**src/rtl/radix8_booth_accumulator.sv**
```systemverilog
// Accumulates radix-8 Booth partial products (LSB digit first) into a signed 2k-bit product.
// Uses an add-then-arithmetic-shift-right-by-3 accumulator so each digit adds at a fixed position.
module radix8_booth_accumulator #(
    parameter int unsigned k = 4
) (
    input  logic                  clk,
    input  logic                  rst,
    input  logic                  start,
    input  logic signed [k+2:0]   srcA,
    output logic signed [2*k-1:0] product,
    output logic                  busy,
    output logic                  done
);

    localparam int unsigned ITER = (k + 2) / 3;
    localparam int unsigned CW   = $clog2(ITER + 1);
    localparam int unsigned HW   = k + 4;
    localparam int unsigned LW   = 3 * ITER;
    localparam int unsigned AW   = HW + LW;
    localparam int unsigned PW   = 2 * k;

    localparam logic [1:0] S_IDLE = 2'd0;
    localparam logic [1:0] S_RUN  = 2'd1;
    localparam logic [1:0] S_DONE = 2'd2;

    logic [1:0]           r_state;
    logic [CW-1:0]        r_cnt;
    logic [AW-1:0]        r_acc;
    logic [PW-1:0]        r_product;
    logic                 r_busy;
    logic                 r_done;

    logic signed [HW:0]   w_sum;
    logic signed [AW:0]   w_cat;
    logic [AW-1:0]        w_acc_next;
    logic                 w_last;

    // The high part holds the running sum; digits shift down into the low part as they settle.
    assign w_sum = $signed({r_acc[AW-1], r_acc[AW-1:LW]})
                 + $signed({{2{srcA[k+2]}}, srcA});
    assign w_cat      = {w_sum, r_acc[LW-1:0]};
    assign w_acc_next = AW'(w_cat >>> 3);
    assign w_last     = (r_cnt == CW'(ITER - 1));

    always_ff @(posedge clk or negedge rst) begin
        if (!rst) begin
            r_state   <= S_IDLE;
            r_cnt     <= '0;
            r_acc     <= '0;
            r_product <= '0;
            r_busy    <= 1'b0;
            r_done    <= 1'b0;
        end else if (start) begin
            // Upstream is only loading operands on this edge, so srcA is not sampled.
            r_state <= S_RUN;
            r_cnt   <= '0;
            r_acc   <= '0;
            r_busy  <= 1'b1;
            r_done  <= 1'b0;
        end else if (r_state == S_RUN) begin
            r_acc <= w_acc_next;
            r_cnt <= r_cnt + CW'(1);
            if (w_last) begin
                r_state   <= S_DONE;
                r_product <= w_acc_next[PW-1:0];
                r_busy    <= 1'b0;
                r_done    <= 1'b1;
            end
        end
    end

    assign product = r_product;
    assign busy    = r_busy;
    assign done    = r_done;

endmodule

```
**config.mk**
```make
export PLATFORM = sky130hd
export DESIGN_NAME = radix8_booth_accumulator
export DESIGN_NICKNAME = d
export VERILOG_FILES = /design/src/rtl/radix8_booth_accumulator.sv
export SDC_FILE = /design/constraint.sdc
export NUM_CORES = 1
export LEC_CHECK = 0
export ABC_AREA = 1
export CAP_MARGIN = 20
export CORE_MARGIN = 10
export CORE_UTILIZATION = 45
export CTS_BUF_LIST = sky130_fd_sc_hd__clkbuf_4
export DETAILED_ROUTE_END_ITERATION = 10
export PLACE_DENSITY_LB_ADDON = 0.08
export SYNTH_ARGS = -nofsm -noshare
export SYNTH_HDL_FRONTEND = slang
export SYNTH_SLANG_ARGS = --single-unit
```
**constraint.sdc**
```tcl
create_clock -name clk -period 2.2 [get_ports clk]
set_clock_uncertainty 0.2 [all_clocks]
set_input_delay 0.33 -clock clk [delete_from_list [all_inputs] [get_ports clk]]
set_output_delay 0.33 -clock clk [all_outputs]
set_load 0.05 [all_outputs]
```
==> results of run 1 <==
-- routing by layer --
layer / part of all wire (%) / vias up
li1: - / 494
met4: 0.73 / 0
met3: 4.3 / 2
met5: 0 / -
met2: 47 / 16
met1: 47 / 441
-- stage by stage --
stage          util [%]  total power [mW]  hold slack (ps)  worst slack, ps
5_1_grt           57.17             2.134            171.0            80.48
3_3_place_gp      55.96             1.757            262.6            77.11
6_report          57.17             1.963            156.9            148.1
2_1_floorplan         -             1.468           -165.6            511.9
4_1_cts           57.17             1.986            159.2            129.4
3_5_place_dp      55.96             1.785            268.2            27.03
-- cells by family after synthesis --
family	count (synthesis)	share of synthesized area, %
DFF	21	45.21
adders and majority gates	9	10.33
xor gates and xnor gates	2	1.507
and+or+nand+nor	70	25.41
buffers and inverters	23	8.073
AOI/OAI and AO/OA	16	9.472
-- power breakdown --
part	switching, mW	internal (mW)	total [mW]
clock	0.116	0.0829	0.199
sequential	0.0818	0.541	0.622
combinational	0.754	0.387	1.14
total	0.952	1.01	1.96
-- sequential cells by signal (all words and copies together), names as in the netlist --
| name | flops |
|---|---|
| r_state | 2 |
| product | 8 |
| r_cnt | 2 |
| r_acc | 9 |
-- final cells by class --
class                   count  share of cell area (%)
clock buffers               4                   2.120
inverters                  22                   5.830
flip-flops and latches     21                   37.10
well taps                  30                   2.650
repair buffers             20                   13.96
multi-input cells          97                   38.34
-- worst max path at each step --
stage | cells after the start | to | startpoint
final | 1 | done | r_state[1]
after global routing | 1 | done | r_state[1]
after CTS | 1 | done | r_state[1]
after detailed placement | 8 | r_acc[7] | srcA[0]
after global placement | 8 | product[7] | srcA[0]
after floorplan | 7 | product[7] | r_acc[6]
-- cells in the final DEF, fill, tap and decap left out --
| cell type | Yosys | final |
|---|---|---|
| o22ai_1 | 4 | 4 |
| nor2_2 | 1 | 1 |
| nand2_1 | 50 | 50 |
| fa_1 | 1 | 1 |
| dfrtp_1 | 21 | 21 |
| nor2_1 | 3 | 3 |
| o21ai_0 | 1 | 1 |
| clkdlybuf4s50_1 | 0 | 19 |
| a21o_1 | 1 | 1 |
| inv_1 | 20 | 20 |
| ha_1 | 8 | 8 |
| nand4_1 | 1 | 1 |
| nand3_1 | 12 | 12 |
| or2_1 | 1 | 1 |
| nor2_4 | 1 | 1 |
| nand2_2 | 1 | 1 |
| a21oi_1 | 4 | 4 |
| clkbuf_4 | 0 | 4 |
| o21ai_2 | 6 | 6 |
| buf_4 | 0 | 1 |
| inv_2 | 2 | 2 |
| xor2_1 | 2 | 2 |
==> metrics, run 1 <==
met1 Track Usage GR=11.44%; Avg Inst Size Synth=8.244 um2; Tcrit/Tclk final=93.27%; postcts setup bufs=0; Fin. Hold Viols=0; Starting Density=46.92%; critical path capture point type=primary output; Core Region=2477 um2; unrepaired setup endpoints after global routing=false; Pre-Repair DR Iteration Count=4; first-pass GRT wire length=4188 um; Post-Syn Area=1162 um2; Setup violations, final=0; R2R Setup Slk=420 ps; register area=525.5 um2; clk slew on worst S/H paths=120 ps; Synth Flop Type=dfrtp_1; Final Cell Area=1416 um2; DIE WIDTH=70.83 um; Crit path max-delay family=buffers and inverters; RR Startpoint=r_acc[6]; hpwl dp=1868 um; GR Util met3=2.650%; worst skew pair latency=300 ps; initial antenna violation count=0; CTS max path bufs=2; die area=5016 um2; Pwr Density=1386 nW/um2; Post-CTS Hold Fix Bufs=0; Vias=953; total nets after synthesis=160; most common cell in the synthesized netlist=nand2_1; Num CTS Buffers=3; Post-Synthesis Cells=141; GP Congestion=0.8682; R2R Path End=r_acc[7]; io pins=20; Yosys Warn Count=0; Max Freq=0.4874 GHz; Worst Setup Path Type=flip-flop to primary output; share of cells above drive strength 1=9.756%; outcome=finished clean; Synth area leader=dfrtp_1; Max Slew Vio Count=0; asr flop ratio synth=100.0%; synthesis-to-finish area growth=21.85%; Yosys reg bits=21; Max Cap Viol=0; standard-cell rows=18; number of synthesized flops with an enable pin=0; Post-CTS Resized=0; ANT cells=0; Distinct cells, synth=20; root buffer cell=clkbuf_4; CTS tree=yes; CP Data Required Time=1670 ps; wire per inst=11.99 um; Hold/Removal Path Class=primary input to asynchronous set/reset pin; most frequent cells after synthesis=nand2_1, dfrtp_1, inv_1; Arr. time, crit path=1520 ps; post-synthesis sequential area ratio=45.21%; top-area cell type share of the netlist area=45.21%; # DRC=0; leakage=0.7643 nW; startpoint types=flip-flop; Routed WL=2326 um; die height=70.83 um; pin count of the biggest net entering global routing=22; Synth area leaders=dfrtp_1, nand2_1, ha_1; vias in the first global route=957; # clock sinks=21; fin nets=184; Max stage delay on crit path=820 ps; Layout Cells excl Fill=194; CP cell instances=clkdlybuf4s50_1; relative slew slack=66.52%; Inst Count DP=190; crit-path max FO=3; Final ANT Viol Nets=0; grt met2 use=16.72%; Crit-path slowest cell=clkdlybuf4s50_1; r2r worst-path depth=7; Crit path buffers/inverters=1; total grt overflow=0; initial DRC count=66; Tot GR Track Use=9.759%; Layout fillers=255; Worst Tran Pin Value=500.7 ps; setup TNS=0 ps; drt via density=4.912; worst vdd ir=0.8373 mV; htree depth=1; GR peak layer=met2; placed cell areas=1386 um2; area occupied by multi-input gates=543.0 um2; # port buffers=19; Final min period=2052 ps
Power figures use the tool's default switching activity.
==> run 2: changes to the inputs <==
--- a/config.mk
+++ b/config.mk
@@ -7,10 +7,12 @@
 export LEC_CHECK = 0
 export ABC_AREA = 1
 export CAP_MARGIN = 20
+export CORE_ASPECT_RATIO = 0.9
 export CORE_MARGIN = 10
 export CORE_UTILIZATION = 45
 export CTS_BUF_LIST = sky130_fd_sc_hd__clkbuf_4
 export DETAILED_ROUTE_END_ITERATION = 10
+export MAX_ROUTING_LAYER = met4
 export PLACE_DENSITY_LB_ADDON = 0.08
 export SYNTH_ARGS = -nofsm -noshare
 export SYNTH_HDL_FRONTEND = slang
==> run 2 against run 1 <==
  * Cell area fell by 0.35%
  * Combinational power barely moved
  * Global-route usage rose by 0.92 points
  * Non-clock buffer count did not move
  * Final cell count fell by 1.0%
  * Routed wire length rose by 0.90%
  * Register-to-register slack got worse by 50 ps
  * Clock power fell by 7%
  * Flip-flop and latch count did not move
  * Largest cell class unchanged
  * Highest routed layer unchanged
==> metrics, run 2 (same netlist as run 1, synthesis figures left out) <==
# port buffers=19; Routed WL=2347 um; Max Freq=0.4911 GHz; area occupied by multi-input gates=543.0 um2; GP Congestion=0.8237; Arr. time, crit path=1510 ps; register area=525.5 um2; Starting Density=47.11%; Max Slew Vio Count=0; Layout fillers=228; Max Cap Viol=0; synthesis-to-finish area growth=21.42%; Post-CTS Hold Fix Bufs=0; Most flops, register=r_acc; clk slew on worst S/H paths=120 ps; Fin. Hold Viols=0; Core Region=2467 um2; initial DRC count=62; Vias=952; vias in the first global route=921; met1 Track Usage GR=13.43%; htree depth=1; worst skew pair latency=300 ps; Num CTS Buffers=3; ANT cells=0; Hold/Removal Path Class=primary input to asynchronous set/reset pin; share of cells above drive strength 1=9.756%; io pins=20; commonest non-fill, non-tap cell in the layout=nand2_1; Tot GR Track Use=10.68%; Worst Setup Path Type=flip-flop to primary output; Layout Cells excl Fill=192; Pwr Density=1385 nW/um2; Worst Tran Pin Value=503.3 ps; fin nets=184; grt met2 use=16.60%; Crit-path slowest cell=clkdlybuf4s50_1; outcome=finished clean; drt via density=4.958; Pre-Repair DR Iteration Count=4; startpoint types=flip-flop; setup TNS=0 ps; Final Power=1.955 mW; CP Data Required Time=1670 ps; # clock sinks=21; Tcrit/Tclk final=92.55%; crit-path max FO=3; Hold Worst Slack=152.1 ps; Inst Count DP=188; leakage=0.7636 nW; Max stage delay on crit path=820 ps; CP cell instances=clkdlybuf4s50_1; Post-CTS Resized=0; Largest register FFs=9; relative slew slack=66.34%; Setup violations, final=0; wire per inst=12.22 um; die area=5019 um2; Crit path buffers/inverters=1; die height=68.22 um; GR peak layer=met2; DIE WIDTH=73.57 um; postcts setup bufs=0; root buffer cell=clkbuf_4; unrepaired setup endpoints after global routing=false; worst vdd ir=1.080 mV; most frequent cells in the layout=nand2_1, dfrtp_1, inv_1; Final min period=2036 ps; CTS tree=yes; hpwl dp=1892 um; GR Util met3=3.324%; Final ANT Viol Nets=0; Crit path max-delay family=buffers and inverters; first-pass GRT wire length=4181 um; CTS max path bufs=2; pin count of the biggest net entering global routing=22; initial antenna violation count=0; # DRC=0; total grt overflow=0; standard-cell rows=17; critical path capture point type=primary output
run 2: worst register-to-register path, cell delays in order (launching register included):
cell	delay, ps
dfrtp_1	410
ha_1	210
fa_1	420
nand3_1	110
nand3_1	90
xor2_1	210
nand2_1	70
nand2_1	60
run 2: stage by stage:
step / cell area [um2] / setup slack [ps] / util, %
after detailed placement: 1384 / 20.54 / 56.09
after global routing: 1411 / 91.77 / 57.20
after floorplan: 1162 / 511.9 / -
after global placement: 1384 / 67.94 / 56.09
after CTS: 1411 / 141.0 / 57.20
final: 1411 / 163.8 / 57.20
run 2: final cells by class:
type,instances,area share (%)
Clock buffer,3,1.596
Tap cell,28,2.482
Sequential cell,21,37.23
Clock inverter,1,0.3546
Multi-Input combinational cell,97,38.48
Inverter,22,5.851
Timing Repair Buffer,20,14.01
run 2: worst paths after layout:
check | from | end | slack, ps | cells past startpoint
hold / removal | rst | r_acc[8] | 150 | 2
setup / recovery | r_state[1] | done | 160 | 1
hold reg to reg | product[4] | product[4] | 300 | 2
setup reg to reg | r_acc[6] | product[7] | 370 | 7
max in group asynchronous | rst | r_cnt[0] | 1420 | 2
min in group clk | product[4] | product[4] | 300 | 2
run 2: metal layers:
metal,part of all wire (%),vias to the layer above
met3,6.2,2
met4,0.55,0
li1,-,493
met2,47,13
met1,47,444
met5,0,-
run 2: where the power goes:
group	total (mW)	leakage, nW	internal [mW]	switching [mW]
combinational	1.15	0.476	0.387	0.761
sequential	0.623	0.269	0.541	0.0824
clock	0.185	0.0177	0.0677	0.117
==> run 3: changes to the inputs <==
--- a/config.mk
+++ b/config.mk
@@ -17,3 +17,4 @@
 export SYNTH_ARGS = -nofsm -noshare
 export SYNTH_HDL_FRONTEND = slang
 export SYNTH_SLANG_ARGS = --single-unit
+export TNS_END_PERCENT = 20
==> results of run 3 <==
Same layout as run 2: the final DEF is identical, and so are final timing and power.
